`src/rtl/beep_pkg.sv`:
```
// Shared constants and helpers for the buzzer arbiter: FSM encodings, requester count,
// idle grant code and small priority/count selection functions.
package beep_pkg;

    localparam int unsigned NREQ = 3;
    localparam logic [1:0] GRANT_NONE = 2'd3;

    typedef logic [1:0] beep_state_t;
    localparam beep_state_t StIdle = 2'd0;
    localparam beep_state_t StOn   = 2'd1;
    localparam beep_state_t StOff  = 2'd2;
    localparam beep_state_t StGap  = 2'd3;

    // Lowest set index wins; GRANT_NONE when nothing is requesting.
    function automatic logic [1:0] prio_pick(input logic [NREQ-1:0] r);
        logic [1:0] p;
        p = GRANT_NONE;
        for (int k = NREQ - 1; k >= 0; k--) begin
            if (r[k]) p = k[1:0];
        end
        return p;
    endfunction

    function automatic logic [3:0] cnt_of(input logic [4*NREQ-1:0] c, input logic [1:0] i);
        logic [3:0] r;
        r = '0;
        for (int k = 0; k < NREQ; k++) begin
            if (i == k[1:0]) r = c[4*k +: 4];
        end
        return r;
    endfunction

endpackage

```
`src/rtl/beep_timebase.sv`:
```
// Phase timer: a 1 ms tick prescaler feeding a ms counter, both cleared synchronously,
// with a flag marking the final clock of a phase of len_i ms.
module beep_timebase #(
    parameter int unsigned TickDiv = 25000,
    parameter int unsigned MsW     = 9
) (
    input  logic           clk_i,
    input  logic           rst_ni,
    input  logic           clr_i,
    input  logic [MsW-1:0] len_i,
    output logic           done_o
);

    localparam int unsigned PresW = (TickDiv > 1) ? $clog2(TickDiv) : 1;

    logic [PresW-1:0] presc_q, presc_d;
    logic [MsW-1:0]   ms_q, ms_d;
    logic             tick_end;

    assign tick_end = (presc_q == PresW'(TickDiv - 1));
    assign done_o   = tick_end && (ms_q == len_i - MsW'(1));

    always_comb begin
        presc_d = presc_q + PresW'(1);
        ms_d    = ms_q;
        if (clr_i) begin
            presc_d = '0;
            ms_d    = '0;
        end else if (tick_end) begin
            presc_d = '0;
            ms_d    = ms_q + MsW'(1);
        end
    end

    always_ff @(posedge clk_i or negedge rst_ni) begin
        if (!rst_ni) begin
            presc_q <= '0;
            ms_q    <= '0;
        end else begin
            presc_q <= presc_d;
            ms_q    <= ms_d;
        end
    end

endmodule

```
`src/rtl/beep_arbiter.sv`:
```
// Buzzer arbiter: fixed-priority sharing of one buzzer among three requesters, with
// requester 0 able to preempt; plays N tone bursts, off periods and a closing guard gap.
module beep_arbiter
    import beep_pkg::*;
#(
    parameter int unsigned TICK_DIV  = 25000,
    parameter int unsigned TONE_HALF = 12500,
    parameter int unsigned ON_MS     = 100,
    parameter int unsigned OFF_MS    = 100,
    parameter int unsigned GAP_MS    = 300
) (
    input  logic              ext_clk_25m,
    input  logic              ext_rst_n,
    input  logic [NREQ-1:0]   req,
    input  logic [4*NREQ-1:0] req_cnt,
    output logic [NREQ-1:0]   ack,
    output logic [NREQ-1:0]   abort,
    output logic              busy,
    output logic [1:0]        grant_id,
    output logic              beep
);

    localparam int unsigned MsMax = (ON_MS > OFF_MS) ?
                                    ((ON_MS > GAP_MS) ? ON_MS : GAP_MS) :
                                    ((OFF_MS > GAP_MS) ? OFF_MS : GAP_MS);
    localparam int unsigned MsW   = $clog2(MsMax + 1);
    localparam int unsigned ToneW = (TONE_HALF > 1) ? $clog2(TONE_HALF) : 1;

    beep_state_t      state_q, state_d;
    logic [3:0]       rem_q, rem_d;
    logic [ToneW-1:0] tone_q, tone_d;
    logic [NREQ-1:0]  ack_q, ack_d, abort_q, abort_d;
    logic             busy_q, busy_d, beep_q, beep_d;
    logic [1:0]       grant_q, grant_d;

    logic [MsW-1:0]   len;
    logic             phase_done, restart, preempt;
    logic [1:0]       pick;
    logic [3:0]       pick_cnt, cnt0;

    assign pick     = prio_pick(req);
    assign pick_cnt = cnt_of(req_cnt, pick);
    assign cnt0     = req_cnt[3:0];
    assign preempt  = req[0] && (state_q != StIdle) && (grant_q != 2'd0);

    always_comb begin
        case (state_q)
            StOff:   len = MsW'(OFF_MS);
            StGap:   len = MsW'(GAP_MS);
            default: len = MsW'(ON_MS);
        endcase
    end

    beep_timebase #(
        .TickDiv (TICK_DIV),
        .MsW     (MsW)
    ) u_timebase (
        .clk_i  (ext_clk_25m),
        .rst_ni (ext_rst_n),
        .clr_i  (restart),
        .len_i  (len),
        .done_o (phase_done)
    );

    always_comb begin
        state_d = state_q;
        rem_d   = rem_q;
        tone_d  = tone_q;
        ack_d   = '0;
        abort_d = '0;
        grant_d = grant_q;
        beep_d  = beep_q;
        // Preemption outranks any phase-end transition in the same cycle.
        if (preempt) begin
            abort_d[grant_q] = 1'b1;
            ack_d[0]         = 1'b1;
            rem_d            = cnt0;
            tone_d           = '0;
            if (cnt0 != 4'd0) begin
                state_d = StOn;
                grant_d = 2'd0;
                beep_d  = 1'b1;
            end else begin
                state_d = StIdle;
                grant_d = GRANT_NONE;
                beep_d  = 1'b0;
            end
        end else begin
            case (state_q)
                StIdle: begin
                    if (pick != GRANT_NONE) begin
                        ack_d[pick] = 1'b1;
                        rem_d       = pick_cnt;
                        if (pick_cnt != 4'd0) begin
                            state_d = StOn;
                            grant_d = pick;
                            beep_d  = 1'b1;
                            tone_d  = '0;
                        end
                    end
                end
                StOn: begin
                    if (phase_done) begin
                        beep_d  = 1'b0;
                        rem_d   = rem_q - 4'd1;
                        state_d = StOff;
                    end else if (tone_q == ToneW'(TONE_HALF - 1)) begin
                        tone_d = '0;
                        beep_d = ~beep_q;
                    end else begin
                        tone_d = tone_q + ToneW'(1);
                    end
                end
                StOff: begin
                    if (phase_done) begin
                        if (rem_q != 4'd0) begin
                            state_d = StOn;
                            beep_d  = 1'b1;
                            tone_d  = '0;
                        end else begin
                            state_d = StGap;
                        end
                    end
                end
                StGap: begin
                    if (phase_done) begin
                        state_d = StIdle;
                        grant_d = GRANT_NONE;
                    end
                end
                default: state_d = StIdle;
            endcase
        end
        busy_d  = (state_d != StIdle);
        // Idle holds the timebase cleared so every phase starts from zero.
        restart = preempt || (state_d != state_q) || (state_q == StIdle);
    end

    always_ff @(posedge ext_clk_25m or negedge ext_rst_n) begin
        if (!ext_rst_n) begin
            state_q <= StIdle;
            rem_q   <= '0;
            tone_q  <= '0;
            ack_q   <= '0;
            abort_q <= '0;
            busy_q  <= 1'b0;
            grant_q <= GRANT_NONE;
            beep_q  <= 1'b0;
        end else begin
            state_q <= state_d;
            rem_q   <= rem_d;
            tone_q  <= tone_d;
            ack_q   <= ack_d;
            abort_q <= abort_d;
            busy_q  <= busy_d;
            grant_q <= grant_d;
            beep_q  <= beep_d;
        end
    end

    assign ack      = ack_q;
    assign abort    = abort_q;
    assign busy     = busy_q;
    assign grant_id = grant_q;
    assign beep     = beep_q;

endmodule

```
`config.mk`:
```
export PLATFORM = sky130hd
export DESIGN_NAME = beep_arbiter
export DESIGN_NICKNAME = d
export VERILOG_FILES = /design/src/rtl/beep_pkg.sv /design/src/rtl/beep_timebase.sv /design/src/rtl/beep_arbiter.sv
export SDC_FILE = /design/constraint.sdc
export NUM_CORES = 1
export LEC_CHECK = 0
export ABC_AREA = 1
export CELL_PAD_IN_SITES_DETAIL_PLACEMENT = 0
export CELL_PAD_IN_SITES_GLOBAL_PLACEMENT = 1
export CORE_MARGIN = 8
export CORE_UTILIZATION = 40
export CTS_CLUSTER_DIAMETER = 50
export CTS_CLUSTER_SIZE = 28
export DETAILED_ROUTE_END_ITERATION = 8
export PLACE_DENSITY = 0.85
export RECOVER_POWER = 50
export SLEW_MARGIN = 10
export SYNTH_ARGS = -nofsm -noshare
export SYNTH_HDL_FRONTEND = slang
export SYNTH_HIERARCHICAL = 1
export SYNTH_SLANG_ARGS = --single-unit
```
`constraint.sdc`:
```
create_clock -name ext_clk_25m -period 3.9 [get_ports ext_clk_25m]
set_clock_uncertainty 0.2 [all_clocks]
set_input_delay 0.585 -clock ext_clk_25m [delete_from_list [all_inputs] [get_ports ext_clk_25m]]
set_output_delay 0.585 -clock ext_clk_25m [all_outputs]
set_load 0.005 [all_outputs]
```
==> summary.md, run 1 <==
| Metric | Value |
|---|---|
| Result of the run | complete, but fails checks |
| Failing checks | capacitance limit, slew limit |
| CP Class | register to register |
| Sequential Power Share | 0.360 |
| Combinational share of power | 0.439 |
| Final Cycle Share | 0.854 |
| Worst-path clk slew | 0.11 ns |
| Post-synth EDFFs | 0 |
| Hold crit path type | register to register |
| Ant diodes | 0 |
| Clk network pwr share | 0.200 |
| Router iterations before antenna repair | 4 |
| Via count | 3418 |
| Wire length per cell | 12.1 um |
| Final Wtd Congestion | 0.851 |
| WP data required | 3.90 ns |
| Max_slew headroom | -0.518 |
| CTS tree | yes |
| # IOs | 27 |
| Clock Tree Buf Depth | 2 |
| Max Slew Vio Count | 43 |
| Synthesized area | 0.00375 mm2 |
| Initial Util | 0.410 |
| Total GRT Usage | 0.138 |
| Die area | 0.0127 mm2 |
| Drt via density | 4.98 |
| Global-route wire length before repair | 14900 um |
| Chip width | 113 um |
| Crit. End Element | register |
| RSZ-0062 raised after global routing | no |
| Cell Int Power | 0.00114 W |
| Lkg Pwr | 2.01 nW |
| CTS resizes | 0 |
| P&R area growth vs syn | 13.9% |
| Startpoint Class | register |
| Post-CTS Setup Inserts | 0 |
| CP Max Fanout | 14 |
| Post-place instance area | 0.00416 mm2 |
| Cell Rows | 35 |
| Switching share of power | 0.431 |
| Final net count | 601 |
| Post-DP HPWL | 6420 um |
| Synth unique cells | 40 |
| Final Non-Filler Cells | 686 |
| CTS Hold Buffers Added | 0 |
| Root Buffer | clkbuf_8 |
| Grt ovf | 0 |
| CP arrival | 3.33 ns |
| Largest net degree at the start of global routing | 43 |
| Post-Syn Area per Cell | 7.07 um2 |
| Max capacitance violation total | 1 |
| Clk Latency, worst-skew pair | 0.32 ns |
| Sw Pwr | 0.000865 W |
| Initial antenna violation count | 0 |
| TNS Setup | 0 ns |
| Synth warn | 6 |
| Total core area | 0.00915 mm2 |
| Asr flop ratio synth | 1.00 |
| Slew @ Worst Pin | 2.28 ns |
| Vias in the first global route | 3385 |
| Die Y | 113 um |
| Max VDD drop | 0.290 mV |
| CTS H-Tree Depth | 2 |
| # setup viols final | 0 |
| DR DRC count | 0 |
| Port bufs | 26 |
| Synthesized instance count | 531 |
| TritonCTS buffer count | 5 |
| CTS sink cnt | 54 |
| Fin. Hold Viols | 0 |
| Layout cells sized above 1 | 0.113 |
| Antenna-violating nets left | 0 |
| Pwr Density | 470 mW/mm2 |
| Final instance area | 0.00428 mm2 |
| Max frequency | 0.300 GHz |
| DP Cell Count | 678 |
| Post-layout min period | 3.33 ns |
| Sequential share of the synthesized area | 0.361 |
| Ys flop type | dfrtp_1 |
| Iteration-0 DRC Markers | 169 |
| Yosys reg bits | 54 |
| Routed wire length | 8280 um |
## Yosys cell counts (2+ instances only)
cell,count,area [um2]
nand2_1,134,503
inv_1,63,236
nor2_1,63,236
nand3_1,59,295
dfrtp_1,52,1300
o21ai_0,20,100
nand4_1,16,100
o21ai_2,14,123
nor3_1,12,60.1
xor2_1,11,96.3
a21oi_1,10,50.1
ha_1,10,125
nand2_2,10,62.6
nor2_2,9,56.3
buf_6,5,56.3
inv_2,4,15.0
xnor2_1,4,35.0
o21ai_1,3,15.0
or2_2,3,18.8
a31o_2,2,17.5
clkbuf_1,2,7.51
conb_1,2,7.51
dfstp_2,2,52.6
nand2_4,2,22.5
nand3_2,2,20.0
nand3b_1,2,15.0
nor2_4,2,22.5
## layer usage
| layer | GRT usage | vias up | routed length [um] |
|---|---|---|---|
| li1 | - | 1782 | - |
| met1 | 0.173 | 1582 | 4030 |
| met2 | 0.234 | 46 | 3930 |
| met3 | 0.0240 | 8 | 232 |
| met4 | 0.0453 | 0 | 93 |
| met5 | 0 | - | 0 |
## area by class of cell
class,count,area [um2]
Inverter,70,270
Clock buffer,5,68.8
Multi-Input combinational cell,415,2130
Fill cell,944,4880
Timing Repair Buffer,28,265
Clock inverter,3,47.5
Tap cell,111,139
Sequential cell,54,1350
## power groups by stage
| stage | clock, W | combinational [W] | sequential [W] |
|---|---|---|---|
| floorplan | 0 | 0.000703 | 0.000721 |
| finish | 0.000403 | 0.000883 | 0.000724 |
| CTS | 0.000419 | 0.000895 | 0.000722 |
| global placement | 0 | 0.000877 | 0.000730 |
| detailed placement | 0 | 0.000890 | 0.000734 |
| global route | 0.000437 | 0.00102 | 0.000737 |
## through the flow
step	hold slack, ns	setup WS (ns)	power, W	utilization
floorplan	0.0894	0.865	0.00142	-
global placement	0.256	0.541	0.00161	0.454
detailed placement	0.267	0.395	0.00162	0.454
CTS	0.249	0.351	0.00204	0.467
global route	0.315	0.0769	0.00219	0.467
finish	0.288	0.571	0.00201	0.467
## final timing paths
path                                            start               endpoint  slack [ns]  cells after the start
worst max-delay path                       state_q[0]     u_timebase/ms_q[5]        0.57                     24
worst min-delay path            u_timebase/presc_q[0]  u_timebase/presc_q[0]        0.29                      1
worst max register to register             state_q[0]     u_timebase/ms_q[5]        0.57                     24
worst min register to register  u_timebase/presc_q[0]  u_timebase/presc_q[0]        0.29                      1
max in group asynchronous                   ext_rst_n               rem_q[3]        1.25                      2
min in group asynchronous                   ext_rst_n                 ack[2]        0.73                      1
## placed cells by master, fill, tap and decap left out, types with 2 or more instances in the layout
cell and instances:
conb_1 17, o21ai_1 3, or2_2 3, dfrtp_1 52
a21oi_1 10, o21ai_0 20, dfstp_2 2, ha_1 9
clkbuf_8 5, xnor2_1 4, nand2_4 2, o21ai_2 14
nand2_1 134, inv_2 4, nor2_2 9, inv_1 63
nand3b_1 2, clkbuf_1 2, nor3_1 12, nand4_1 16
xor2_1 11, a31o_2 2, nand2_2 10, clkdlybuf4s50_1 25
nand3_2 2, nor2_1 64, nand3_1 59
## registers in the layout, indices dropped and copies added, names as in the netlist
register	flops
rem_q	4
beep	1
abort	3
grant_id	2
tone_q	14
busy	1
u_timebase/ms_q	9
state_q	2
u_timebase/presc_q	15
ack	3
## critical path: stages, from the launching register on
cell and delay (ns):
dfrtp_1 0.49, ha_4 0.23, inv_1 0.07, nand2_1 0.05
nand2_1 0.06, nand2_1 0.06, nand2_1 0.05, inv_1 0.05
nand2_1 0.04, nor2_1 0.08, nand3_1 0.07, nor2_1 0.18
inv_1 0.13, nand2_1 0.10, o211ai_1 0.09, a21oi_1 0.17
nand2_1 0.11, nand2_1 0.07, nand2_1 0.05, nand2_1 0.19
clkinvlp_4 0.24, nand2_4 0.21, inv_4 0.10, nand2_1 0.07
o21ai_1 0.06
## logic make-up after synthesis
group           after synthesis  share of synthesized area
fa+ha+maj                    10                     0.0333
buf+inv                      77                     0.0880
compound gates               55                     0.0943
simple gates                318                      0.387
flops                        54                      0.361
xor+xnor                     15                     0.0350
other cells                   2                    0.00200
Power figures use the tool's default switching activity.
==> inputs of run 2 (changes only) <==
--- a/config.mk
+++ b/config.mk
@@ -13,7 +13,7 @@
 export CTS_CLUSTER_DIAMETER = 50
 export CTS_CLUSTER_SIZE = 28
 export DETAILED_ROUTE_END_ITERATION = 8
-export PLACE_DENSITY = 0.85
+export PLACE_DENSITY_LB_ADDON = 0.1
 export RECOVER_POWER = 50
 export SLEW_MARGIN = 10
 export SYNTH_ARGS = -nofsm -noshare
==> constraint.sdc (replaced) <==
create_clock -name ext_clk_25m -period 3.2 [get_ports ext_clk_25m]
set_clock_uncertainty 0.2 [all_clocks]
set_input_delay 0.48 -clock ext_clk_25m [delete_from_list [all_inputs] [get_ports ext_clk_25m]]
set_output_delay 0.48 -clock ext_clk_25m [all_outputs]
set_load 0.005 [all_outputs]
==> run 2 against run 1 <==
Net effect:
- the run now ends clean
- hold slack worse by 0.017 ns
- non-clock buffer count is 18 higher
- total power is 27% higher
- via count is 0.29% higher
- combinational power is 35% higher
- first-iteration DRC count is 3.6% lower
- critical path type unchanged
- critical endpoint is now u_timebase/ms_q[4]
==> summary.md, run 2 (synthesis gave the netlist of run 1 again) <==
| Metric | Value |
|---|---|
| Commonest non-fill, non-tap cells in the layout | nand2_1, inv_1, nor2_1, nand3_1, dfrtp_1 |
| Crit path launch | u_timebase/presc_q[0] |
| P&R area growth vs syn | 17.4% |
| Via count | 3428 (+0.29%) |
| Fin. Hold Viols | 0 (unchanged) |
| RR Startpoint | u_timebase/presc_q[0] |
| Max capacitance violation total | 0 (-1) |
| WP data required | 3.20 ns (-0.70 ns) |
| Clk Latency, worst-skew pair | 0.31 ns (about the same) |
| Number of fill cells | 954 (+1.1%) |
| Chip width | 113 um (unchanged) |
| Largest regs | u_timebase/presc_q: 15 flops, tone_q: 14 flops, u_timebase/ms_q: 9 flops |
| Vias in the first global route | 3297 (-2.6%) |
| Post-layout min period | 2.86 ns (-0.468 ns) |
| Router iterations before antenna repair | 4 (unchanged) |
| CP Max Fanout | 14 (unchanged) |
| Initial Util | 0.410 (unchanged) |
| Commonest non-fill, non-tap cell in the layout | nand2_1 |
| Root Buffer | clkbuf_8 |
| Startpoint Class | register |
| Wire length per cell | 12.5 um (+3.5%) |
| Crit. End Element | register |
| Grt ovf | 0 (unchanged) |
| Global-route wire length before repair | 15500 um (+4.2%) |
| Max frequency | 0.350 GHz (+16%) |
| Worst path slowest cell | dfrtp_1 |
| Area of the multi-input gates | 0.00214 mm2 (+0.59%) |
| # IOs | 27 (unchanged) |
| Slew @ Worst Pin | 1.01 ns (-1.27 ns) |
| Ant diodes | 0 (unchanged) |
| RSZ-0062 raised after global routing | no |
| Initial antenna violation count | 0 (unchanged) |
| Layout cells sized above 1 | 0.137 (+0.0236) |
| CP arrival | 2.86 ns (-0.47 ns) |
| CP Class | register to register |
| Clock Tree Buf Depth | 2 (unchanged) |
| Final Non-Filler Cells | 704 (+2.6%) |
| Largest net degree at the start of global routing | 29 (-33%) |
| Most frequent CP cell | nand2_1 |
| Max Slew Vio Count | 0 (-100%) |
| CTS sink cnt | 54 (unchanged) |
| Total GRT Usage | 0.145 (+0.00673) |
| Max_slew headroom | 0.327 (+0.846) |
| Final net count | 619 (+3.0%) |
| CTS tree | yes |
| TNS Setup | 0 ns (unchanged) |
| Result of the run | completed |
| Post-DP HPWL | 6880 um (+7.2%) |
| Pwr Density | 579 mW/mm2 (+23%) |
| Die area | 0.0127 mm2 (unchanged) |
| DR DRC count | 0 (unchanged) |
| Hold Crit Start | u_timebase/presc_q[0] |
| Drt via density | 4.87 (-2.3%) |
| Die Y | 113 um (unchanged) |
| Largest delay share family, worst path | simple AND/OR/NAND/NOR gates |
| Cell Rows | 35 (unchanged) |
| Total core area | 0.00915 mm2 (unchanged) |
| Lkg Pwr | 2.09 nW (+3.6%) |
| Final Cycle Share | 0.894 (+0.0404) |
| Antenna-violating nets left | 0 (unchanged) |
| Hold crit path type | register to register |
| # setup viols final | 0 (unchanged) |
| CTS H-Tree Depth | 2 (unchanged) |
| Final Wtd Congestion | 0.820 (-3.6%) |
| Reg area | 0.00135 mm2 (unchanged) |
| Iteration-0 DRC Markers | 163 (-3.6%) |
| DP Cell Count | 693 (+2.2%) |
| Routed wire length | 8790 um (+6.2%) |
| WP buf/inv | 3 (-2) |
| Worst-path clk slew | 0.11 ns (about the same) |
| Crit path cell chain | ha_1, nand2_1, nor2_1, nand2_2, nor2_1, nand3_1, nor2_2, inv_1, nand2_1, o211ai_1, a21oi_1, nand2_1, nand2_1, nand2_1, nand2_2, clkinv_1, nand2_4, inv_4, nand2_1, o31ai_1 |
| Max VDD drop | 0.274 mV (-5.5%) |
| Final hold slack | 0.271 ns (-0.0172 ns) |
| TritonCTS buffer count | 5 (unchanged) |
| Critical path's largest stage delay | 0.39 ns (-0.10 ns) |
| Register name with the most flops | u_timebase/presc_q |
| Port bufs | 26 (unchanged) |
| Max reg flops | 15 (unchanged) |
==> run 2: cell count changes in the layout (fill, tap and decap cells not counted) <==
cell	before	now
clkinv_1	0	1
nor2_1	64	62
nor2_4	1	2
nand2_2	10	11
clkinvlp_4	1	2
nor2_2	9	10
dlygate4sd3_1	0	1
clkinv_4	1	0
clkbuf_1	2	5
inv_6	1	0
nand2_1	134	133
clkbuf_2	0	1
buf_4	1	14
==> run 2: final cells by class <==
cell class	count	share of cell area
clock buffer	5	0.0156
sequential	54	0.307
clock inverter	3	0.0102
timing repair buffer	46	0.0883
tap	111	0.0315
multi-input combinational	415	0.487
inverter	70	0.0605
==> run 2: path summary, 6_finish.rpt <==
path | to | cells past startpoint | slack (ns)
max in group asynchronous | tone_q[10] | 3 | 0.95
max reg2reg | u_timebase/ms_q[4] | 20 | 0.34
min in group asynchronous | u_timebase/presc_q[1] | 2 | 0.64
max | u_timebase/ms_q[4] | 20 | 0.34
min | u_timebase/presc_q[0] | 1 | 0.27
min reg2reg | u_timebase/presc_q[0] | 1 | 0.27
==> run 2: where the power goes <==
group	internal, W	total, W	switching [W]
logic	0.000436	0.00119	0.000757
registers	0.000796	0.000879	0.0000829
clock network	0.000233	0.000479	0.000245
total	0.00147	0.00255	0.00108
==> run 2: what timing repair did <==
action | 4_1_cts | 5_1_grt
setup endpoints to repair | 0 | 21
resized for setup | 0 | 4
buffers inserted | 0 | 2
hold buffers | 1 | 0
endpoints found under the hold margin | 16 | 0
==> run 2: routing by layer <==
metal,global-route usage,share of wire,vias up
met1,0.197,0.52,1575
li1,-,-,1813
met5,0,0,-
met2,0.237,0.45,35
met3,0.0213,0.021,5
met4,0.0302,0.0066,0
==> run 2: per-stage QoR <==
| step | util | total power, W | area (um2) | setup slack, ns |
|---|---|---|---|---|
| 2_1_floorplan | - | 0.00174 | 3810 | 0.165 |
| 5_1_grt | 0.481 | 0.00278 | 4410 | 0.0107 |
| 3_5_place_dp | 0.466 | 0.00207 | 4270 | 0.0584 |
| 4_1_cts | 0.480 | 0.00256 | 4390 | 0.0429 |
| 6_report | 0.481 | 0.00255 | 4410 | 0.339 |
| 3_3_place_gp | 0.466 | 0.00205 | 4270 | 0.214 |
==> RTL edit 1 (settings of run 1) <==
`ms_q` no longer has a reset.
--- a/src/rtl/beep_timebase.sv
+++ b/src/rtl/beep_timebase.sv
@@ -36,9 +36,11 @@
         if (!rst_ni) begin
             presc_q <= '0;
-            ms_q    <= '0;
         end else begin
             presc_q <= presc_d;
-            ms_q    <= ms_d;
         end
+    end
+
+    always_ff @(posedge clk_i) begin
+        ms_q <= ms_d;
     end
 
Behaviour: no difference found for any inputs over 10 cycles, from zero or initial values and one cycle with ext_rst_n low; that may be too few to reach the edited logic, so the function may still have changed.
==> RTL edit 1 against run 1 <==
Power shrank 8.6%. Synthesized area grew 1.2%. Wire length grew 1.8%. Sequential power down 2%. Setup slack improved by 0.017 ns. Sequential cell count did not move. Core utilization barely moved. Final cell count grew 5.2%. Final area increased by 1.0%. Critical path depth is 10 lower. Critical endpoint is now u_timebase/presc_q[7]. Largest cell class unchanged. Highest routed layer unchanged.
==> RTL edit 1: results (changes against run 1) <==
<table>
<tr><th>Metric</th><th>Value</th></tr>
<tr><th colspan="2">Outcome</th></tr>
<tr><td>Result of the run</td><td>finished, final reports clean</td></tr>
<tr><th colspan="2">Global route</th></tr>
<tr><td>Total routing resource utilization after global routing</td><td>0.1393 (+0.001536)</td></tr>
<tr><td>Maximum number of pins on one net before global-route repair</td><td>29 (-33%)</td></tr>
<tr><td>First-pass GRT wire length</td><td>14990 microns (+0.88%)</td></tr>
<tr><th colspan="2">Setup path</th></tr>
<tr><td>Worst Path Max Fanout</td><td>18 (+4)</td></tr>
<tr><td>Source of the critical timing path</td><td>req[0]</td></tr>
<tr><td>Cells on worst reg2reg path</td><td>19 (-21%)</td></tr>
<tr><td>Flop-to-flop setup slack</td><td>0.65 ns (+0.08 ns)</td></tr>
<tr><td>Delay of the slowest critical-path stage</td><td>0.68 ns (+0.19 ns)</td></tr>
<tr><th colspan="2">Drt</th></tr>
<tr><td>Wire length on met2</td><td>3622 microns (-7.8%)</td></tr>
<tr><td>Met1 Routed Length</td><td>4304 microns (+6.9%)</td></tr>
<tr><th colspan="2">Pwr</th></tr>
<tr><td>Fraction of power spent switching nets</td><td>0.4153 (-0.01526)</td></tr>
<tr><td>P_int</td><td>1.075 mW (-6.1%)</td></tr>
<tr><td>Share of total power in the clock network</td><td>0.176 (-0.024)</td></tr>
<tr><td>Maximum vdd ir drop</td><td>0.0002500 V (-14%)</td></tr>
<tr><th colspan="2">Yosys</th></tr>
<tr><td>Most numerous cell types in the synthesized netlist</td><td>sky130_fd_sc_hd__nand2_1 (152), sky130_fd_sc_hd__nor2_1 (68), sky130_fd_sc_hd__inv_1 (59), sky130_fd_sc_hd__nand3_1 (51), sky130_fd_sc_hd__dfrtp_1 (43)</td></tr>
<tr><td>Post-Synthesis Cells</td><td>548 (+3.2%)</td></tr>
<tr><td>Portion of the post-synthesis area used by sequential elements</td><td>0.3445 (-0.01613)</td></tr>
<tr><td>Asr flop ratio synth</td><td>0.8333 (-0.1667)</td></tr>
<tr><td>Fraction of the mapped netlist area in adder cells</td><td>0.03294 (-0.0003953)</td></tr>
<tr><td>Area fraction in compound gates after synthesis</td><td>0.08399 (-0.01034)</td></tr>
<tr><th colspan="2">Placed design</th></tr>
<tr><td>Weighted congestion at the end of routability-driven global placement</td><td>0.8801 (+3.5%)</td></tr>
<tr><th colspan="2">Finish</th></tr>
<tr><td>Final net count</td><td>619 (+3.0%)</td></tr>
<tr><td>Count of fill cells added during filler insertion</td><td>932 (-1.3%)</td></tr>
<tr><td>Fraction of layout instances using a drive strength above 1</td><td>0.1096 (-0.003431)</td></tr>
<tr><th colspan="2">Clock tree</th></tr>
<tr><td>Clk pin slew, worst setup/hold paths</td><td>0.09 ns (-0.02 ns)</td></tr>
<tr><th colspan="2">Timing</th></tr>
<tr><td>Transition time of the tightest slew-check pin</td><td>1.345 ns (-0.9328 ns)</td></tr>
</table>
==> RTL edit 1: changes by cell type in the layout (fill, tap and decap cells not counted), sizes merged, moves of 5 or more <==
cell,before,now
clkdlybuf4s50,25,20
dfrtp,52,43
dfxtp,0,9
dlygate4sd3,0,5
nand2,146,161
nand3,62,54
nor2,74,81
o21ai,37,32
xor2,11,18
==> RTL edit 1: cells by family after synthesis <==
group	after synthesis
buffers and inverters	75
and+or+nand+nor	336
other	2
xor gates and xnor gates	21
AOI/OAI and AO/OA	50
DFF	54
adders and majority gates	10
==> RTL edit 1: final cells by class <==
| class | count | area share |
|---|---|---|
| flip-flops and latches | 54 | 0.3030 |
| multi-input cells | 434 | 0.5162 |
| inverters | 69 | 0.06112 |
| well taps | 129 | 0.03737 |
| clock buffers | 8 | 0.02086 |
| repair buffers | 28 | 0.06141 |
==> RTL edit 2 (config.mk and constraints of run 1) <==
Made on the original files. Change the parameter `ON_MS` from 100 to 150.
--- a/src/rtl/beep_arbiter.sv
+++ b/src/rtl/beep_arbiter.sv
@@ -6,5 +6,5 @@
     parameter int unsigned TICK_DIV  = 25000,
     parameter int unsigned TONE_HALF = 12500,
-    parameter int unsigned ON_MS     = 100,
+    parameter int unsigned ON_MS     = 150,
     parameter int unsigned OFF_MS    = 100,
     parameter int unsigned GAP_MS    = 300
Formal check against the unedited RTL: same outputs for any inputs over 10 cycles, from zero or initial values and one cycle with ext_rst_n low; that may be too few to reach the edited logic, so the function may still have changed.
==> RTL edit 2 against run 1 <==
The flow still finishes with violations (capacitance limit, slew limit). Wire length increased by 5.6%. Global-route usage increased by 0.25 points. Setup slack got worse by 0.13 ns. Synthesized area increased by 2.5%. Fmax decreased by 3.9%. Power increased by 0.42%. Non-clock buffer count increased by 7. Final area increased by 2.6%. Clock power decreased by 17%. Largest power group unchanged. Sequential cell count unchanged.
==> RTL edit 2: results (changes against run 1) <==
<table>
<tr><th>Metric</th><th>Value</th></tr>
<tr><th colspan="2">Setup path</th></tr>
<tr><td>Data arrival, critical path</td><td>3.50 ns (+0.17 ns)</td></tr>
<tr><td>Delay of the slowest critical-path stage</td><td>0.67 ns (+0.18 ns)</td></tr>
<tr><td>Worst R2R End</td><td>u_timebase/presc_q[10]</td></tr>
<tr><td>Cells on worst reg2reg path</td><td>16 (-33%)</td></tr>
<tr><td>Flop-to-flop setup slack</td><td>0.44 ns (-0.13 ns)</td></tr>
<tr><td>Worst Path Max Fanout</td><td>24 (+10)</td></tr>
<tr><td>Slowest CP cell</td><td>sky130_fd_sc_hd__nand2_1</td></tr>
<tr><th colspan="2">Drt</th></tr>
<tr><td>Via Count</td><td>3420 (+0.059%)</td></tr>
<tr><td>Final routed wire length divided by cell count</td><td>12.37 microns (+2.4%)</td></tr>
<tr><td>Met3 wire length</td><td>231 microns (-0.43%)</td></tr>
<tr><td>Met1 Routed Length</td><td>4182 microns (+3.9%)</td></tr>
<tr><td>Initial DRC Count</td><td>225 (+33%)</td></tr>
<tr><td>Wire length on met2</td><td>4223 microns (+7.5%)</td></tr>
<tr><th colspan="2">Placed design</th></tr>
<tr><td>Detail Placement HPWL</td><td>6619 microns (+3.1%)</td></tr>
<tr><td>Cell area after placement</td><td>4265 sq um (+2.6%)</td></tr>
<tr><th colspan="2">Finish</th></tr>
<tr><td>Fraction of layout instances using a drive strength above 1</td><td>0.1411 (+0.02807)</td></tr>
<tr><td>Summed area of non-filler cells in the final layout</td><td>4387 sq um (+2.6%)</td></tr>
<tr><td>Count of fill cells added during filler insertion</td><td>969 (+2.6%)</td></tr>
<tr><td>Final net count</td><td>600 (-0.17%)</td></tr>
<tr><th colspan="2">Global route</th></tr>
<tr><td>Maximum number of pins on one net before global-route repair</td><td>41 (-4.7%)</td></tr>
<tr><td>First-pass GRT wire length</td><td>15420 microns (+3.8%)</td></tr>
<tr><th colspan="2">Yosys</th></tr>
<tr><td>Count of different cell masters after synthesis</td><td>42 (+5.0%)</td></tr>
<tr><th colspan="2">Outcome</th></tr>
<tr><td>Result of the run</td><td>complete, but fails checks</td></tr>
<tr><td>Failing checks</td><td>capacitance limit, slew limit</td></tr>
<tr><th colspan="2">Pwr</th></tr>
<tr><td>Maximum vdd ir drop</td><td>0.0001859 V (-36%)</td></tr>
<tr><td>Static Leak</td><td>2.023 nW (+0.51%)</td></tr>
<tr><th colspan="2">Run</th></tr>
<tr><td>Max-Cap Viols</td><td>1 (unchanged)</td></tr>
<tr><th colspan="2">Timing</th></tr>
<tr><td>Count of final max-slew check failures</td><td>41 (-4.7%)</td></tr>
</table>
[RTL edit 2: changes by cell type after synthesis, moves of 3 or more]
cell / run 1 / this run
sky130_fd_sc_hd__nor2_1: 63 / 59
sky130_fd_sc_hd__nand3_1: 59 / 49
sky130_fd_sc_hd__inv_1: 63 / 66
sky130_fd_sc_hd__nand3_2: 2 / 11
sky130_fd_sc_hd__xnor2_1: 4 / 7
sky130_fd_sc_hd__nor2_4: 2 / 5
sky130_fd_sc_hd__nand4_1: 16 / 21
sky130_fd_sc_hd__xor2_1: 11 / 8
[RTL edit 2: worst register-to-register path: cells and delay by family (launching register included)]
family / cells / cell delay, ns
AOI/OAI and AO/OA: 1 / 0.12
buffers and inverters: 5 / 0.64
adders and majority gates: 1 / 0.36
and+or+nand+nor: 9 / 1.64
DFF: 1 / 0.45
[RTL edit 2: how the worst min path moves through the flow]
stage / from / end / slack, ns / cells past startpoint
final: u_timebase/presc_q[0] / u_timebase/presc_q[0] / 0.26 / 1
after global routing: u_timebase/presc_q[0] / u_timebase/presc_q[0] / 0.29 / 1
after CTS: ext_rst_n / abort[2] / 0.25 / 1
after detailed placement: u_timebase/presc_q[0] / u_timebase/presc_q[0] / 0.25 / 1
after global placement: u_timebase/presc_q[0] / u_timebase/presc_q[0] / 0.25 / 1
after floorplan: ext_rst_n / abort[0] / 0.09 / 0
[RTL edit 2: final cells by class]
type | count | share of cell area
clock inverter | 1 | 0.001141
tap | 133 | 0.03794
timing repair buffer | 35 | 0.07245
clock buffer | 7 | 0.01968
inverter | 73 | 0.06532
multi-input combinational | 404 | 0.4946
sequential | 54 | 0.3089
[RTL edit 2: kinds of logic (layout without fill, tap and decap cells)]
kind of cell / count (synthesis) / in the layout / synth area share
AOI/OAI and AO/OA: 57 / 57 / 0.09526
xor gates and xnor gates: 15 / 15 / 0.03414
adders and majority gates: 10 / 10 / 0.03251
buffers and inverters: 82 / 116 / 0.09330
DFF: 54 / 54 / 0.3518
other: 2 / 7 / 0.001951
and+or+nand+nor: 315 / 315 / 0.3911
[RTL edit 2: per-stage QoR]
| stage | instances | setup slack (ns) |
|---|---|---|
| after floorplan | 540 | 0.1303 |
| after global placement | 697 | 0.1639 |
| after detailed placement | 697 | 0.04017 |
| after CTS | 705 | 0.03232 |
| after global routing | 707 | 0.003843 |
| final | 707 | 0.4366 |
[RTL edit 2: power by group]
group          internal, mW  switching (mW)
sequential            0.654          0.0707
combinational         0.344           0.613
clock                 0.144           0.192
total                  1.14           0.876
[RTL edit 2: what timing repair did]
item                                    4_1_cts  5_1_grt
endpoints found under the setup margin        0       28
resized for setup                             0        7
buffers inserted                              0        2
[RTL edit 2: layer usage]
metal / track usage / vias up
met4: 0.04082 / 0
met5: 0 / -
li1: - / 1800
met3: 0.02743 / 10
met2: 0.2417 / 36
met1: 0.1731 / 1574
